===== src/rtl/ksa_engine.sv =====
// ksa_engine: RC4 key-scheduling engine driving an S-box RAM port (KSA_INIT_EN compiles in the identity fill)
module ksa_engine #(
  parameter int WIDTH     = 8,
  parameter int KEY_BYTES = 3
) (
  input  logic                       clk,
  input  logic                       reset,
  input  logic                       start,
  input  logic [WIDTH*KEY_BYTES-1:0] secret_key,
  output logic                       busy,
  output logic                       done,
  output logic [WIDTH-1:0]           mem_addr,
  output logic [WIDTH-1:0]           mem_wdata,
  output logic                       mem_wren,
  input  logic [WIDTH-1:0]           mem_rdata
);
  localparam int KW = (KEY_BYTES > 1) ? $clog2(KEY_BYTES) : 1;
  localparam logic [WIDTH-1:0] LAST = {WIDTH{1'b1}};
  typedef enum logic [3:0] {
    IDLE,
`ifdef KSA_INIT_EN
    INIT,
`endif
    READ_I, CAP_I, READ_J, CAP_J, WRITE_I, WRITE_J, DONE
  } state_t;
  state_t state_q, state_d;
  logic [WIDTH-1:0] i_q, i_d, j_q, j_d, si_q, si_d, sj_q, sj_d;
  logic [KW-1:0] kb_q, kb_d;
  logic [WIDTH*KEY_BYTES-1:0] key_q, key_d;
  logic [WIDTH-1:0] kbyte [2**KW];
  for (genvar g = 0; g < 2**KW; g++) begin : g_kb
    if (g < KEY_BYTES) begin : g_use
      assign kbyte[g] = key_q[(KEY_BYTES-1-g)*WIDTH +: WIDTH];
    end else begin : g_pad
      assign kbyte[g] = '0;
    end
  end
  assign busy = (state_q != IDLE) && (state_q != DONE);
  assign done = state_q == DONE;
  // state and datapath registers
  always_ff @(posedge clk) begin
    if (reset) begin
      state_q <= IDLE;
      i_q <= '0;
      j_q <= '0;
      si_q <= '0;
      sj_q <= '0;
      kb_q <= '0;
      key_q <= '0;
    end else begin
      state_q <= state_d;
      i_q <= i_d;
      j_q <= j_d;
      si_q <= si_d;
      sj_q <= sj_d;
      kb_q <= kb_d;
      key_q <= key_d;
    end
  end
  // next-state, datapath updates and RAM port drive
  always_comb begin
    state_d = state_q;
    i_d = i_q;
    j_d = j_q;
    si_d = si_q;
    sj_d = sj_q;
    kb_d = kb_q;
    key_d = key_q;
    mem_addr = '0;
    mem_wdata = '0;
    mem_wren = 1'b0;
    case (state_q)
      IDLE, DONE: if (start) begin
        key_d = secret_key;
        i_d = '0;
        j_d = '0;
        kb_d = '0;
`ifdef KSA_INIT_EN
        state_d = INIT;
`else
        state_d = READ_I;
`endif
      end
`ifdef KSA_INIT_EN
      INIT: begin
        mem_addr = i_q;
        mem_wdata = i_q;
        mem_wren = 1'b1;
        i_d = i_q + WIDTH'(1);
        state_d = (i_q == LAST) ? READ_I : INIT;
      end
`endif
      READ_I: begin
        mem_addr = i_q;
        state_d = CAP_I;
      end
      CAP_I: begin
        si_d = mem_rdata;
        j_d = j_q + mem_rdata + kbyte[kb_q];
        state_d = READ_J;
      end
      READ_J: begin
        mem_addr = j_q;
        state_d = CAP_J;
      end
      CAP_J: begin
        sj_d = mem_rdata;
        state_d = WRITE_I;
      end
      WRITE_I: begin
        mem_addr = i_q;
        mem_wdata = sj_q;
        mem_wren = 1'b1;
        state_d = WRITE_J;
      end
      WRITE_J: begin
        mem_addr = j_q;
        mem_wdata = si_q;
        mem_wren = 1'b1;
        state_d = (i_q == LAST) ? DONE : READ_I;
        i_d = (i_q == LAST) ? i_q : i_q + WIDTH'(1);
        kb_d = (i_q == LAST) ? kb_q : (kb_q == KW'(KEY_BYTES-1)) ? '0 : kb_q + KW'(1);
      end
      default: state_d = IDLE;
    endcase
  end
endmodule


===== config.mk =====
export PLATFORM = sky130hd
export DESIGN_NAME = ksa_engine
export DESIGN_NICKNAME = d
export VERILOG_FILES = /design/src/rtl/ksa_engine.sv
export SDC_FILE = /design/constraint.sdc
export NUM_CORES = 1
export LEC_CHECK = 0
export BUFFER_PORTS_ARGS = -buffer_cell sky130_fd_sc_hd__buf_2
export CORE_MARGIN = 4
export CORE_UTILIZATION = 55
export DETAILED_ROUTE_END_ITERATION = 8
export PLACE_DENSITY = 0.78
export SLEW_MARGIN = 10
export SYNTH_ARGS = -nofsm -noshare
export SYNTH_HDL_FRONTEND = slang
export SYNTH_SLANG_ARGS = --single-unit

===== constraint.sdc =====
create_clock -name clk -period 3.5 [get_ports clk]
set_input_delay 0.175 -clock clk [delete_from_list [all_inputs] [get_ports clk]]
set_output_delay 0.175 -clock clk [all_outputs]
set_load 0.02 [all_outputs]

==> impl_metrics.csv, run 1 <==
group,metric,value,unit
run_status,outcome,"complete, no violations",
place,io_buffers,53,
timing,tns,0,ns
clocking,clockRootBuffer,"clkbuf_8",
global_route,grt_pass1_wl,12100,microns
clocking,cts_tree,"yes",
timing,rsz0062_at_grt,"false",
clocking,holdBufCountCts,0,
global_route,antenna_found_initial,0,
clocking,ctsResizeCount,0,
timing,period_needed,3.24,ns
place,place_congestion,0.842,
synth,synth-async-reset-ratio,0,
route,drt-total-wl,7200,microns
layout,fin_nets,486,
floorplan,rows,27,
global_route,gr-total-overflow,0,
power,pwr-share-clk,0.336,
route,ant_nets,0,
power,ir_worst_vdd,0.000276,V
critical_path,worstPathCellList,"nor2b_1 > nand2_1 > o21ai_0 > fa_1 > ha_1 > inv_1 > fa_1 > nor2b_1 > o31a_1 > o22ai_1 > or4_1 > nand3_1",
route,routedWlPerCell,14.1,microns
place,placed_area,3460,sq um
layout,antenna_cells,0,
synth,syn_nets,448,
critical_path,end_kind,"flip-flop",
clocking,cts_setup_buffers,0,
flow_run,maxCapViolCount,0,
clocking,cts_buffers,9,
clocking,clock_insertion_delay_worst_skew,0.34,ns
timing,worst_pin_slew,1.05,ns
power,switchingPower,0.469,mW
global_route,grt_use_total,0.211,
critical_path,critical-path-top-delay-family,"adder cells",
power,p_comb_frac,0.179,
global_route,grt_pass1_vias,2598,
critical_path,critPathSlowestCell,"dfxtp_1",
power,finalPower,1.61,mW
floorplan,ios,54,
hold_path,hp-class,"input pin to flip-flop",
route,first_pass_iters,4,
timing,final-setup-viol-count,0,
layout,drive_gt1_frac,0.180,
synth,synth_area_leaders,"dfxtp_1, nand2_1, a21oi_1",
synth,synth_edf_count,0,
timing,post-route-period-util,0.925,
route,drc,0,
synth,ys.flop_type,"dfxtp_1",
power,p_int,1.14,mW
critical_path,crit_required,3.78,ns
timing,fmax,309,MHz
route,via_per_inst,5.46,
place,dp_hpwl,5150,microns
timing,clock_skew,0.00806,ns
floorplan,core_area,5570,sq um
clocking,path_clk_slew,0.06,ns
synth,synth_seq_area_share,0.380,
floorplan,die-area,7120,sq um
critical_path,cp.buffers_inverters,1,
synth,synthMuxAreaShare,0.0499,
layout,n_fill_cell,506,
critical_path,arrival,3.52,ns
critical_path,cpPeakStageDelay,0.66,ns
route,vias,2789,
floorplan,start_util,0.576,
clocking,h-tree-depth,3,
synth,syn_area_per_cell,8.07,sq um
layout,syn2layout_area_growth,12.9,%
synth,yosysWarnings,0,
timing,drv_slew,0,
layout,final_area,3620,sq um
floorplan,dieHeight,84.4,microns
power,leakagePower,1.39,nW
critical_path,crit_type,"flip-flop to flip-flop",
timing,finalHoldViolCount,0,
synth,synthCells,398,
clocking,cts_buffer_depth,2,
critical_path,critPathLaunchType,"flip-flop",
power,cellPowerDensity,443,nW/um^2
floorplan,dieWidth,84.4,microns
power,p_seq_frac,0.484,
synth,synth_area,3210,sq um
synth,synth-compound-area-share,0.195,
synth,synthXorXnorAreaFrac,0.0300,
clocking,numClockSinks,61,
timing,relSlewSlack,0.300,
synth,yosys.area_share.adder,0.0772,
synth,netlist.area_leader.share,0.380,
synth,synth_seq_cells,61,
synth,yosys.area.top_type,"dfxtp_1",
power,sw_frac_of_total,0.292,
critical_path,crit_fanout,11,
synth,synth_top_family_by_area,"simple AND/OR/NAND/NOR gates",
global_route,grt_max_degree,59,
synth,yosysUniqueCellTypes,49,
route,drt_iter0_drc,153,
synth,synthSimpleGateAreaFrac,0.210,
state kept, by name (all words and copies together), names as in the netlist:
| signal | flops |
|---|---|
| key_q | 24 |
| si_q | 8 |
| i_q | 8 |
| kb_q | 2 |
| j_q | 8 |
| sj_q | 8 |
| state_q | 3 |
metrics by stage:
| step | utilization | setup WS (ns) | hold WS (ns) | cells |
|---|---|---|---|---|
| floorplan | - | 0.777 | 0.311 | 398 |
| global placement | 0.620 | 0.425 | 0.416 | 497 |
| detailed placement | 0.620 | 0.326 | 0.420 | 497 |
| CTS | 0.650 | 0.291 | 0.0590 | 511 |
| global route | 0.650 | 0.0398 | 0.0522 | 511 |
| finish | 0.650 | 0.262 | 0.0699 | 511 |
placed cells by master (no fill, tap or decap), types with 7 or more instances in the layout:
master	netlist	final
buf_2	8	53
a21oi_1	41	41
nor2_1	31	31
nand2_1	89	89
fa_1	8	8
mux2i_1	16	16
o21ai_0	18	18
a22o_1	7	7
inv_1	12	12
nor2b_1	8	8
dfxtp_1	61	61
clkbuf_8	0	11
xnor2_1	8	8
ha_1	7	7
nand3_1	8	8
a22oi_1	8	8
cells by family (layout without fill, tap and decap cells):
group,Yosys count,in the layout
AO/OA/AOI/OAI,99,99
XOR/XNOR,11,11
adder cells (fa/ha/maj),15,15
flip-flops,61,61
buffers and inverters,42,83
multiplexers,16,16
AND/OR/NAND/NOR,154,154
power by group through the flow:
stage | clock network, mW | logic, mW | registers, mW
final | 0.540 | 0.288 | 0.778
after global routing | 0.591 | 0.325 | 0.784
after CTS | 0.547 | 0.288 | 0.778
after detailed placement | 0 | 0.286 | 0.792
after global placement | 0 | 0.276 | 0.792
after floorplan | 0 | 0.231 | 0.770
worst reg2reg max path, stage by stage (launching register included):
cell	delay, ns
dfxtp_1	0.66
nor2b_1	0.24
nand2_1	0.12
o21ai_0	0.11
fa_1	0.51
ha_1	0.18
inv_1	0.06
fa_1	0.37
nor2b_1	0.19
o31a_1	0.16
o22ai_1	0.10
or4_1	0.40
nand3_1	0.07
Yosys cell counts, types with 2 or more instances:
master,n
nand2_1,89
dfxtp_1,61
a21oi_1,41
nor2_1,31
o21ai_0,18
mux2i_1,16
clkbuf_1,15
inv_1,12
a22oi_1,8
buf_2,8
fa_1,8
nand3_1,8
nor2b_1,8
xnor2_1,8
a22o_1,7
ha_1,7
a211oi_1,4
a31oi_1,4
buf_1,4
nand2b_1,3
nand3b_1,3
xor2_1,3
a32o_1,2
buf_6,2
nor3_1,2
o21a_1,2
o21ai_1,2
per-layer routing:
metal / global-route usage / part of all wire / vias to the layer above
met5: 0 / 0 / -
met4: 0.0777 / 0.020 / 0
met3: 0.0589 / 0.053 / 13
met2: 0.343 / 0.47 / 69
met1: 0.268 / 0.45 / 1284
li1: - / - / 1423
cell type report:
type                       count  area (sq um)  area share
clock buffer                  12           155      0.0428
inverter                      12          45.0      0.0124
sequential                    61          1220       0.337
multi-input combinational    295          1810       0.499
tap                           72          90.1      0.0249
clock inverter                 2          10.0     0.00276
timing repair buffer          57           295      0.0815
path summary, 6_finish.rpt:
check        depth (start not counted)   endpoint      startpoint  slack [ns]
min reg2reg                          2   key_q[9]        key_q[9]        0.45
max                                 12     j_q[7]         kb_q[1]        0.26
min                                  3  key_q[20]  secret_key[20]        0.07
max reg2reg                         12     j_q[7]         kb_q[1]        0.26
No activity file was read; power rests on OpenSTA's default activity.
==> run 2: changes to the inputs <==
==> constraint.sdc (replaced) <==
create_clock -name clk -period 3.5 [get_ports clk]
set_input_delay 0.7 -clock clk [delete_from_list [all_inputs] [get_ports clk]]
set_output_delay 0.7 -clock clk [all_outputs]
set_load 0.02 [all_outputs]
==> impl_metrics.csv, run 2 (synthesized netlist as in run 1, its figures left out) <==
group,metric,value,unit
flow_run,maxCapViolCount,0,
route,drc,0,
critical_path,arrival,3.50,ns
hold_path,min_path_cells,2,
critical_path,critical-path-top-delay-family,"adder cells",
clocking,ctsResizeCount,0,
global_route,gr-total-overflow,0,
floorplan,dieWidth,84.4,microns
clocking,cts_buffer_depth,2,
place,io_buffers,53,
place,dp_hpwl,5200,microns
route,first_pass_iters,5,
clocking,h-tree-depth,3,
clocking,clockRootBuffer,"clkbuf_8",
run_status,outcome,"complete, no violations",
timing,finalHoldViolCount,0,
route,ant_nets,0,
global_route,grt_use_total,0.212,
global_route,antenna_found_initial,0,
floorplan,die-area,7120,sq um
floorplan,core_area,5570,sq um
layout,antenna_cells,0,
clocking,cts_tree,"yes",
layout,fin_nets,485,
layout,drive_gt1_frac,0.182,
route,drt_iter0_drc,226,
hold_path,hp-class,"flip-flop to flip-flop",
clocking,numClockSinks,61,
timing,post-route-period-util,0.919,
global_route,grt_max_degree,59,
layout,final_cell_mix,"nand2_1, dfxtp_1, buf_2",
timing,drv_slew,0,
power,finalPower,1.66,mW
floorplan,ios,54,
floorplan,dieHeight,84.4,microns
clocking,cts_buffers,9,
critical_path,critPathSlowestCell,"dfxtp_1",
place,dp_cells,496,
global_route,grt_pass1_vias,2652,
timing,setup_slack,0.282,ns
route,via_per_inst,5.45,
timing,clock_skew,0.0117,ns
layout,fin_util,0.653,
critical_path,end_kind,"flip-flop",
clocking,clock_insertion_delay_worst_skew,0.34,ns
critical_path,crit_required,3.78,ns
power,cellPowerDensity,457,nW/um^2
timing,tns,0,ns
place,place_congestion,0.872,
floorplan,rows,27,
route,routedWlPerCell,14.0,microns
critical_path,critical_path_cell_count,12,
place,placed_area,3450,sq um
layout,regMostFlops,"key_q",
critical_path,cpPeakStageDelay,0.66,ns
critical_path,crit_fanout,11,
critical_path,reg2regPathDepth,12,
timing,fin_hold_ws,0.457,ns
layout,syn2layout_area_growth,13.4,%
timing,worst_pin_slew,1.02,ns
route,drt-total-wl,7160,microns
critical_path,critPathLaunchType,"flip-flop",
timing,fmax,311,MHz
power,ir_worst_vdd,0.000263,V
power,leakagePower,1.39,nW
clocking,path_clk_slew,0.07,ns
layout,mostFrequentLayoutCell,"nand2_1",
layout,fin_cells,512,
global_route,grt_pass1_wl,12300,microns
critical_path,cp.buffers_inverters,1,
route,vias,2792,
clocking,cts_setup_buffers,0,
place,dpl_worst_slack,0.309,ns
timing,final-setup-viol-count,0,
layout,n_fill_cell,484,
timing,rsz0062_at_grt,"false",
critical_path,crit_type,"flip-flop to flip-flop",
clocking,holdBufCountCts,0,
timing,relSlewSlack,0.322,
critical_path,worstPathCellList,"nor2b_1 > nand2_1 > o21ai_0 > fa_1 > ha_1 > inv_1 > fa_1 > nor2b_1 > o31a_1 > o22ai_1 > or4_1 > nand3_1",
timing,period_needed,3.22,ns
layout,final_area,3640,sq um
floorplan,start_util,0.576,
layout,largest_reg_flops,24,
[run 2: layer usage]
metal,track usage,wire length (microns)
met1,0.272,3120
met2,0.338,3430
met3,0.0658,468
met4,0.0791,138
met5,0,0
[run 2: path summary, 6_finish.rpt]
| kind | from | to | slack (ns) |
|---|---|---|---|
| worst max-delay path | kb_q[1] | j_q[7] | 0.28 |
| worst min-delay path | key_q[0] | key_q[0] | 0.46 |
| worst max register to register | kb_q[1] | j_q[7] | 0.28 |
| worst min register to register | key_q[0] | key_q[0] | 0.46 |
[run 2: tightest hold or removal path, stage by stage (launching register included)]
cell and delay [ns]:
dfxtp_1 0.31, nand2_1 0.05, a21oi_1 0.05
[run 2: cell type report]
| class | count | area (sq um) | area share |
|---|---|---|---|
| Multi-Input combinational cell | 295 | 1810 | 0.496 |
| Sequential cell | 61 | 1220 | 0.335 |
| Timing Repair Buffer | 56 | 288 | 0.0790 |
| Clock buffer | 10 | 128 | 0.0350 |
| Tap cell | 72 | 90.1 | 0.0247 |
| Clock inverter | 6 | 63.8 | 0.0175 |
| Inverter | 12 | 45.0 | 0.0124 |
[run 2: power breakdown]
part | leakage [nW] | internal [mW] | total, mW | switching [mW]
combinational | 0.799 | 0.113 | 0.283 | 0.170
sequential | 0.496 | 0.736 | 0.777 | 0.0411
clock | 0.0923 | 0.327 | 0.604 | 0.277
==> run 3: changes to the inputs <==
--- a/config.mk
+++ b/config.mk
@@ -8,6 +8,7 @@
 export BUFFER_PORTS_ARGS = -buffer_cell sky130_fd_sc_hd__buf_2
 export CORE_MARGIN = 4
 export CORE_UTILIZATION = 55
+export CTS_BUF_LIST = sky130_fd_sc_hd__clkbuf_2
 export DETAILED_ROUTE_END_ITERATION = 8
 export PLACE_DENSITY = 0.78
 export SLEW_MARGIN = 10
==> impl_metrics.csv, run 3 (synthesized netlist as in run 1, its figures left out) <==
group,metric,value,unit
run_status,outcome,"complete, no violations",
layout,fin_nets,485,
layout,largest_reg_flops,24,
critical_path,crit_type,"flip-flop to flip-flop",
critical_path,crit_fanout,11,
timing,final-setup-viol-count,0,
floorplan,start_util,0.576,
route,drt_iter0_drc,185,
global_route,grt_pass1_wl,12100,microns
timing,worst_pin_slew,1.02,ns
route,ant_nets,0,
clocking,cts_buffer_depth,2,
floorplan,ios,54,
timing,tns,0,ns
place,io_buffers,53,
layout,final_area,3560,sq um
floorplan,dieHeight,84.4,microns
timing,relSlewSlack,0.318,
route,wl_met1,3190,microns
flow_run,maxCapViolCount,0,
hold_path,min-delay-start,"secret_key[4]",
route,topRoutingLayerUsed,"met4",
route,drc,0,
critical_path,critPathLaunchType,"flip-flop",
floorplan,dieWidth,84.4,microns
power,ir_worst_vdd,0.000239,V
clocking,h-tree-depth,3,
power,cellPowerDensity,418,nW/um^2
place,place_congestion,0.872,
timing,finalHoldViolCount,0,
global_route,grt_use_total,0.210,
route,routed-wl-met2,3430,microns
critical_path,r2r-start,"kb_q[1]",
floorplan,die-area,7120,sq um
route,routedWlPerCell,14.0,microns
layout,fin_util,0.640,
clocking,holdBufCountCts,0,
critical_path,arrival,3.70,ns
clocking,cts_setup_buffers,0,
critical_path,end_kind,"flip-flop",
power,leakagePower,1.36,nW
hold_path,hp-class,"input pin to flip-flop",
clocking,clock_insertion_delay_worst_skew,0.49,ns
layout,antenna_cells,0,
route,vias,2759,
global_route,grt_pass1_vias,2625,
global_route,antenna_found_initial,0,
clocking,path_clk_slew,0.19,ns
layout,drive_gt1_frac,0.184,
timing,post-route-period-util,0.925,
clocking,clockRootBuffer,"clkbuf_2",
clocking,cts_buffers,9,
timing,clock_skew,0.0391,ns
route,drt-total-wl,7180,microns
timing,period_needed,3.24,ns
timing,setup_slack,0.261,ns
floorplan,core_area,5570,sq um
layout,mostFrequentLayoutCell,"nand2_1",
clocking,cts_tree,"yes",
floorplan,rows,27,
layout,syn2layout_area_growth,11.0,%
timing,fin_hold_ws,0.410,ns
place,placed_area,3450,sq um
route,wl_met3,455,microns
timing,rsz0062_at_grt,"false",
layout,final_cell_mix,"nand2_1, dfxtp_1, buf_2",
timing,fmax,309,MHz
layout,regMostFlops,"key_q",
route,via_per_inst,5.39,
place,dpl_worst_slack,0.309,ns
critical_path,crit_start,"kb_q[1]",
route,first_pass_iters,4,
place,dp_hpwl,5200,microns
clocking,numClockSinks,61,
global_route,grt_max_degree,59,
timing,drv_slew,0,
critical_path,crit_required,3.96,ns
clocking,ctsResizeCount,0,
global_route,gr-total-overflow,0,
layout,n_fill_cell,489,
## run 3: routing by layer
metal  track usage  vias to the layer above
met5             0                        -
met4        0.0791                        0
met3        0.0599                        9
met2         0.334                       68
met1         0.273                     1258
li1              -                     1424
## run 3: final cells by class
class / count / area, sq um / area share
multi-input combinational: 295 / 1810 / 0.507
sequential: 61 / 1220 / 0.343
timing repair buffer: 56 / 288 / 0.0807
tap: 72 / 90.1 / 0.0253
clock inverter: 6 / 63.8 / 0.0179
clock buffer: 10 / 50.0 / 0.0140
inverter: 12 / 45.0 / 0.0126
## run 3: through the flow
stage          power (mW)  instances
3_5_place_dp         1.07        496
4_1_cts              1.50        512
2_1_floorplan        1.00        398
3_3_place_gp         1.07        496
6_report             1.49        512
5_1_grt              1.58        512
## run 3: critical path: stages (launching register included)
cell and delay [ns]:
dfxtp_1 0.69, nor2b_1 0.24, nand2_1 0.11, o21ai_0 0.10
fa_1 0.51, ha_1 0.17, inv_1 0.06, fa_1 0.37
nor2b_1 0.23, o31a_1 0.18, o22ai_1 0.10, or4_1 0.40
nand3_1 0.07
## run 3: path summary, 6_finish.rpt
kind / endpoint / slack (ns) / cells past startpoint
worst min-delay path: key_q[4] / 0.41 / 3
worst min register to register: key_q[0] / 0.47 / 2
worst max-delay path: j_q[7] / 0.26 / 12
worst max register to register: j_q[7] / 0.26 / 12
## run 3: report_power, final
group          leakage (nW)  internal (mW)  switching [mW]
clock                0.0679          0.166           0.262
combinational         0.799          0.113           0.170
sequential            0.496          0.737          0.0410
